### config.mk
export PLATFORM = sky130hd
export DESIGN_NAME = gpr_wb_arbiter_flat
export DESIGN_NICKNAME = d
export VERILOG_FILES = /design/src/rtl/gpr_wb_if.sv /design/src/rtl/gpr_wb_arbiter.sv /design/src/flat_wrapper.sv
export SDC_FILE = /design/constraint.sdc
export NUM_CORES = 1
export LEC_CHECK = 0
export BUFFER_PORTS_ARGS = -buffer_cell sky130_fd_sc_hd__buf_2
export CORE_ASPECT_RATIO = 0.5
export CORE_UTILIZATION = 48
export DETAILED_ROUTE_END_ITERATION = 10
export PLACE_DENSITY_LB_ADDON = 0.05
export SKIP_LAST_GASP = 1
export SLEW_MARGIN = 20
export SYNTH_ARGS = -nofsm -noshare
export SYNTH_HDL_FRONTEND = slang
export SYNTH_SLANG_ARGS = --single-unit
export TNS_END_PERCENT = 1
### constraint.sdc
create_clock -name clock -period 3 [get_ports clock]
set_input_delay 0.3 -clock clock [delete_from_list [all_inputs] [get_ports clock]]
set_output_delay 0.3 -clock clock [all_outputs]
set_load 0.02 [all_outputs]
### src/rtl/gpr_wb_if.sv
// gpr_wb_if: writeback sources, issue scoreboard feed and GRF write port bundle
interface gpr_wb_if #(
  parameter int XLEN = 64
);
  logic            exu_valid;
  logic            exu_ready;
  logic [4:0]      exu_rd;
  logic [XLEN-1:0] exu_data;
  logic            lsu_valid;
  logic [4:0]      lsu_rd;
  logic [XLEN-1:0] lsu_data;
  logic            issue_valid;
  logic [4:0]      issue_rd;
  logic [31:0]     busy;
  logic [4:0]      waddr;
  logic            wen;
  logic [XLEN-1:0] wdata;
  modport master (
    output exu_valid, exu_rd, exu_data, lsu_valid, lsu_rd, lsu_data, issue_valid, issue_rd,
    input  exu_ready, busy, waddr, wen, wdata
  );
  modport slave (
    input  exu_valid, exu_rd, exu_data, lsu_valid, lsu_rd, lsu_data, issue_valid, issue_rd,
    output exu_ready, busy, waddr, wen, wdata
  );
endinterface

### src/rtl/gpr_wb_arbiter.sv
// gpr_wb_arbiter: merges EXU/LSU writeback onto the GRF write port, buffering EXU results and tracking busy registers
module gpr_wb_arbiter #(
  parameter int DEPTH = 2,
  parameter int XLEN  = 64
) (
  input logic     clock,
  input logic     reset,
  gpr_wb_if.slave bus
);
  localparam int AW = $clog2(DEPTH);
  logic [AW-1:0]   rd_ptr, wr_ptr;
  logic [AW:0]     count;
  logic [4:0]      fifo_rd   [DEPTH];
  logic [XLEN-1:0] fifo_data [DEPTH];
  logic            empty, sel_fifo, sel_exu, sel, push, pop;
  logic [4:0]      sel_rd;
  logic [XLEN-1:0] sel_data;
  logic [31:0]     set_mask, clr_mask;
  assign bus.exu_ready = count < (AW+1)'(DEPTH);
  // priority select: LSU, then oldest buffered EXU result, then EXU bypass; EXU parks in the FIFO when not taken
  always_comb begin
    empty    = count == '0;
    sel_fifo = !bus.lsu_valid && !empty;
    sel_exu  = !bus.lsu_valid && empty && bus.exu_valid && bus.exu_ready;
    sel      = bus.lsu_valid || sel_fifo || sel_exu;
    push     = bus.exu_valid && bus.exu_ready && !sel_exu;
    pop      = sel_fifo;
    sel_rd   = bus.lsu_valid ? bus.lsu_rd : sel_fifo ? fifo_rd[rd_ptr] : bus.exu_rd;
    sel_data = bus.lsu_valid ? bus.lsu_data : sel_fifo ? fifo_data[rd_ptr] : bus.exu_data;
    set_mask = (bus.issue_valid && bus.issue_rd != '0) ? 32'b1 << bus.issue_rd : '0;
    clr_mask = bus.wen ? 32'b1 << bus.waddr : '0;
  end
  // FIFO storage; contents are only meaningful below count, so no reset is needed
  always_ff @(posedge clock) begin
    if (push) begin
      fifo_rd[wr_ptr]   <= bus.exu_rd;
      fifo_data[wr_ptr] <= bus.exu_data;
    end
  end
  // FIFO pointers wrap naturally at DEPTH; simultaneous push and pop leave count unchanged
  always_ff @(posedge clock or negedge reset) begin
    if (!reset) begin
      rd_ptr <= '0;
      wr_ptr <= '0;
      count  <= '0;
    end else begin
      rd_ptr <= rd_ptr + AW'(pop);
      wr_ptr <= wr_ptr + AW'(push);
      count  <= count + (AW+1)'(push) - (AW+1)'(pop);
    end
  end
  // registered GRF write port; x0 results are consumed without writing, address/data hold when idle
  always_ff @(posedge clock or negedge reset) begin
    if (!reset) begin
      bus.wen   <= 1'b0;
      bus.waddr <= '0;
      bus.wdata <= '0;
    end else begin
      bus.wen <= sel && sel_rd != '0;
      if (sel) begin
        bus.waddr <= sel_rd;
        bus.wdata <= sel_data;
      end
    end
  end
  // busy scoreboard: a fresh issue outranks the retiring write to the same register; x0 never busy
  always_ff @(posedge clock or negedge reset) begin
    if (!reset) bus.busy <= '0;
    else bus.busy <= ((bus.busy & ~clr_mask) | set_mask) & ~32'b1;
  end
endmodule
### src/flat_wrapper.sv
// flat-port wrapper written by rule: the top's interface ports become plain ports
module gpr_wb_arbiter_flat 
#(
  parameter int DEPTH = 2,
  parameter int XLEN  = 64
)
  (clock, reset, bus_exu_valid, bus_exu_rd, bus_exu_data, bus_lsu_valid, bus_lsu_rd, bus_lsu_data, bus_issue_valid, bus_issue_rd, bus_exu_ready, bus_busy, bus_waddr, bus_wen, bus_wdata);
  gpr_wb_if #(.XLEN(XLEN)) bus_i ();
  input logic clock;
  input logic reset;
  input wire logic [$bits(bus_i.exu_valid)-1:0] bus_exu_valid;
  input wire logic [$bits(bus_i.exu_rd)-1:0] bus_exu_rd;
  input wire logic [$bits(bus_i.exu_data)-1:0] bus_exu_data;
  input wire logic [$bits(bus_i.lsu_valid)-1:0] bus_lsu_valid;
  input wire logic [$bits(bus_i.lsu_rd)-1:0] bus_lsu_rd;
  input wire logic [$bits(bus_i.lsu_data)-1:0] bus_lsu_data;
  input wire logic [$bits(bus_i.issue_valid)-1:0] bus_issue_valid;
  input wire logic [$bits(bus_i.issue_rd)-1:0] bus_issue_rd;
  output wire logic [$bits(bus_i.exu_ready)-1:0] bus_exu_ready;
  output wire logic [$bits(bus_i.busy)-1:0] bus_busy;
  output wire logic [$bits(bus_i.waddr)-1:0] bus_waddr;
  output wire logic [$bits(bus_i.wen)-1:0] bus_wen;
  output wire logic [$bits(bus_i.wdata)-1:0] bus_wdata;
  assign bus_i.exu_valid = bus_exu_valid;
  assign bus_i.exu_rd = bus_exu_rd;
  assign bus_i.exu_data = bus_exu_data;
  assign bus_i.lsu_valid = bus_lsu_valid;
  assign bus_i.lsu_rd = bus_lsu_rd;
  assign bus_i.lsu_data = bus_lsu_data;
  assign bus_i.issue_valid = bus_issue_valid;
  assign bus_i.issue_rd = bus_issue_rd;
  assign bus_exu_ready = bus_i.exu_ready;
  assign bus_busy = bus_i.busy;
  assign bus_waddr = bus_i.waddr;
  assign bus_wen = bus_i.wen;
  assign bus_wdata = bus_i.wdata;
  gpr_wb_arbiter #(.DEPTH(DEPTH), .XLEN(XLEN)) u_core (.clock(clock), .reset(reset), .bus(bus_i));
endmodule
==> metrics.cfg <==
[synthesis]
synth_warnings=0
synth.lib_cells_used.distinct=38
synth_top_family_by_area=compound AO/OA/AOI/OAI gates
synth_area_per_cell_um2=12.31
synth.top_cells.by_area=sky130_fd_sc_hd__edfxtp_1 (40%), sky130_fd_sc_hd__dfrtp_1 (26%), sky130_fd_sc_hd__mux2i_1 (6.7%)
synthesis.area_um2=10270
synthXorXnorAreaFrac_pct=0.2559
yosysSeqAreaShare_pct=65.96
postSynthRegisterBits=243
synthesized_area_fraction_occupied_by_and_or_nand_nor_cells_pct=7.910
synth_nets=986
share_of_yosys_cell_area_claimed_by_the_top_area_cell_type_pct=40.37
synth_area_leader_cell=sky130_fd_sc_hd__edfxtp_1
synth_compound_area_share_pct=15.10
netlist_instances=834
synth_adder_area_share_pct=0.4875
synth.mux.area_fraction_pct=6.728

[finish]
layout.nets=1278
final_cells=1415
syn_to_final_growth_pct=27.96
diodes=0
drive_above_1_share_pct=26.88

[timing]
rsz0062_at_grt=false
postLayoutSetupSlackWorst_ps=888.3
timing_hold_violations_final=0
timing.final.crit_period_ps=2112
setup_violations=0
setup_total_negative_slack_ps=0
ratio_of_final_minimum_period_to_clock_period_pct=70.39
worst_clock_skew_ps=7.977
slew-limit-headroom_pct=48.16
max_freq_mhz=473.5
fin_hold_ws_ps=12.23
max_slew_vio_count=0
timing_worst_slew_pin_value_ps=777.7

[clocking]
cts.reportedPaths.clkPinSlew_ps=70
cts_hold_buf=64
cts_root_buf=sky130_fd_sc_hd__clkbuf_16
cts-buffers-inserted=22
htree_levels=1
number_of_buffers_on_the_longest_clock_path=3
tritoncts_num_sinks=243
clock_insertion_delay_worst_skew_ps=510
cts_post_setup_buffers_inserted=0
post_cts.resized_instances=0
tritoncts=done

[setup_path]
timing.critical_path.cells=or2_4, nor3_4, buf_4, o21ai_0
critical_path_cell_count=4
crit_family=simple AND/OR/NAND/NOR gates
worst_setup_path_start_kind=flip-flop
endpoint_arrival_time_on_the_critical_path_ps=2480
critical-path-max-stage-delay_ps=580
reg2reg_depth=4
slowest_stage=sky130_fd_sc_hd__dfrtp_2
worst-path-buf-inv=1
worst_ep_required_time_ps=3370
critPathMaxFanout=48
worstSetupEndpointType=flip-flop
class_of_the_most_critical_setup_path=reg2reg

[hold_path]
hold_depth=1
worstHoldPathType=in2reg

[pwr]
switching_power_mw=4.539
switching_share_pct=37.22
fin_total_pwr_mw=12.19
power.density_nw_per_um2=928.3
peakVddDrop_mv=0.4773
internal_power_mw=7.656
power.share.sequential_pct=41.7
power.leakage_nw=5.245
power_frac_clock_pct=23.4
comb_power_share_pct=34.9

[route]
detail-route-antenna-nets=0
route.vias.total=7824
detail_route.vias_per_cell=5.529
remaining_drc_errors=0
routed_wire_length_per_instance_um=18.28
iteration_count_of_the_initial_detailed_routing_pass=5
drt_first_iter_violations=677
aggregate_routed_wire_length_um=25860

[status]
run_status=complete, no violations

[global_route]
gr-usage-all-layers_pct=23.66
grt_pass1_wl_um=41360
grt_antenna_before_repair=1
grt_max_degree=103
number_of_global_route_vias_before_repair=7637
total_overflow_reported_by_the_global_router=0

[place]
port_buffers=249
total_instance_count_after_detailed_placement=1309
detailed_place_hpwl_um=16690
finalWeightedCongestion=0.8666
post-place-ws_ps=865.8

[die]
number_of_core_rows=37
initial_utilization_pct=49.50
ios=251
core_area_um2=20740
die_width_um=208.8
die_area_um2=22010
die_h_um=105.4

[job]
cap_violations=0

[kinds of logic after synthesis]
kind of cell    count (synthesis)
xor+xnor                        3
flops                         243
compound gates                271
simple gates                  173
fa+ha+maj                       4
other cells                     1
mux                            69
buf+inv                        70
[Yosys cell counts (all sizes together)]
master	number
or3	2
xor2	1
conb	1
buf	34
nand3b	5
nor2b	3
ha	4
o41ai	1
a41oi	1
nand4	1
dfrtp	105
inv	7
a221oi	1
xnor2	2
a21oi	70
edfxtp	138
clkbuf	29
nand2b	2
nor2	5
o21ai	127
nor3	69
or3b	1
nor4	1
or4b	1
or2	2
o211a	1
nand3	6
o21ba	1
a211oi	69
nand2	75
mux2i	69
[path summary, 6_finish.rpt]
path | slack [ps] | from | to
setup reg to reg | 890 | u_core.count[1] | u_core.bus.wdata[58]
hold reg to reg | 480 | u_core.bus.wdata[25] | u_core.bus.wdata[25]
min in group asynchronous | 450 | reset | u_core.bus.wdata[1]
setup / recovery | 890 | u_core.count[1] | u_core.bus.wdata[58]
hold / removal | 10 | bus_exu_rd[3] | u_core.fifo_rd[1][3]
max in group asynchronous | 1770 | reset | u_core.bus.busy[19]
[power by group through the flow]
stage,sequential (mW),clock (mW),combinational [mW]
after floorplan,5.64,0,2.22
final,5.08,2.86,4.25
after global routing,5.19,3.05,4.64
after detailed placement,5.15,0,4.21
after global placement,5.11,0,4.16
after CTS,5.08,2.92,4.29
[sequential cells by signal, summed over array words and instances (netlist names), 2 cells and up]
| name | count |
|---|---|
| u_core.fifo_data | 128 |
| u_core.count | 2 |
| u_core.bus.wdata | 64 |
| u_core.bus.busy | 31 |
| u_core.bus.waddr | 5 |
| u_core.fifo_rd | 10 |
[cells in the final DEF, fill, tap and decap left out, types with 3 or more instances in the layout]
cell / Yosys / final
sky130_fd_sc_hd__inv_1: 7 / 7
sky130_fd_sc_hd__edfxtp_1: 138 / 138
sky130_fd_sc_hd__o21ai_1: 14 / 14
sky130_fd_sc_hd__clkbuf_1: 28 / 4
sky130_fd_sc_hd__nor2b_1: 3 / 3
sky130_fd_sc_hd__buf_2: 15 / 247
sky130_fd_sc_hd__clkinv_2: 0 / 3
sky130_fd_sc_hd__nor3_1: 68 / 68
sky130_fd_sc_hd__buf_12: 0 / 6
sky130_fd_sc_hd__buf_4: 3 / 12
sky130_fd_sc_hd__nand3b_1: 5 / 5
sky130_fd_sc_hd__clkinv_1: 0 / 4
sky130_fd_sc_hd__nand3_1: 6 / 6
sky130_fd_sc_hd__o21ai_0: 113 / 113
sky130_fd_sc_hd__a211oi_1: 69 / 69
sky130_fd_sc_hd__clkbuf_16: 0 / 23
sky130_fd_sc_hd__mux2i_1: 69 / 69
sky130_fd_sc_hd__dfrtp_1: 105 / 102
sky130_fd_sc_hd__nand2_1: 75 / 75
sky130_fd_sc_hd__nor2_1: 5 / 5
sky130_fd_sc_hd__a21oi_1: 70 / 70
sky130_fd_sc_hd__dlygate4sd3_1: 0 / 66
[metrics by stage]
step / utilization (%) / instance area (um2)
after global routing: 63.34 / 13140
after global placement: 56.67 / 11750
after floorplan: - / 10270
final: 63.34 / 13140
after CTS: 63.24 / 13120
after detailed placement: 56.67 / 11750
[layout make-up]
| type | count | area (um2) |
|---|---|---|
| fillers | 1721 | 7604 |
| flip-flops and latches | 243 | 6778 |
| multi-input cells | 521 | 3161 |
| repair buffers | 331 | 2107 |
| clock buffers | 29 | 618.1 |
| well taps | 273 | 341.6 |
| clock inverters | 11 | 105.1 |
| inverters | 7 | 26.28 |
[metal layers]
metal / vias up / routed length (um) / GRT usage [%]
met3: 32 / 1371 / 4.887
li1: 3722 / - / -
met5: - / 13 / 0
met4: 2 / 379 / 4.359
met1: 3851 / 11980 / 33.83
met2: 217 / 12110 / 37.76
Note: power is estimated with default switching activity, not from simulation.
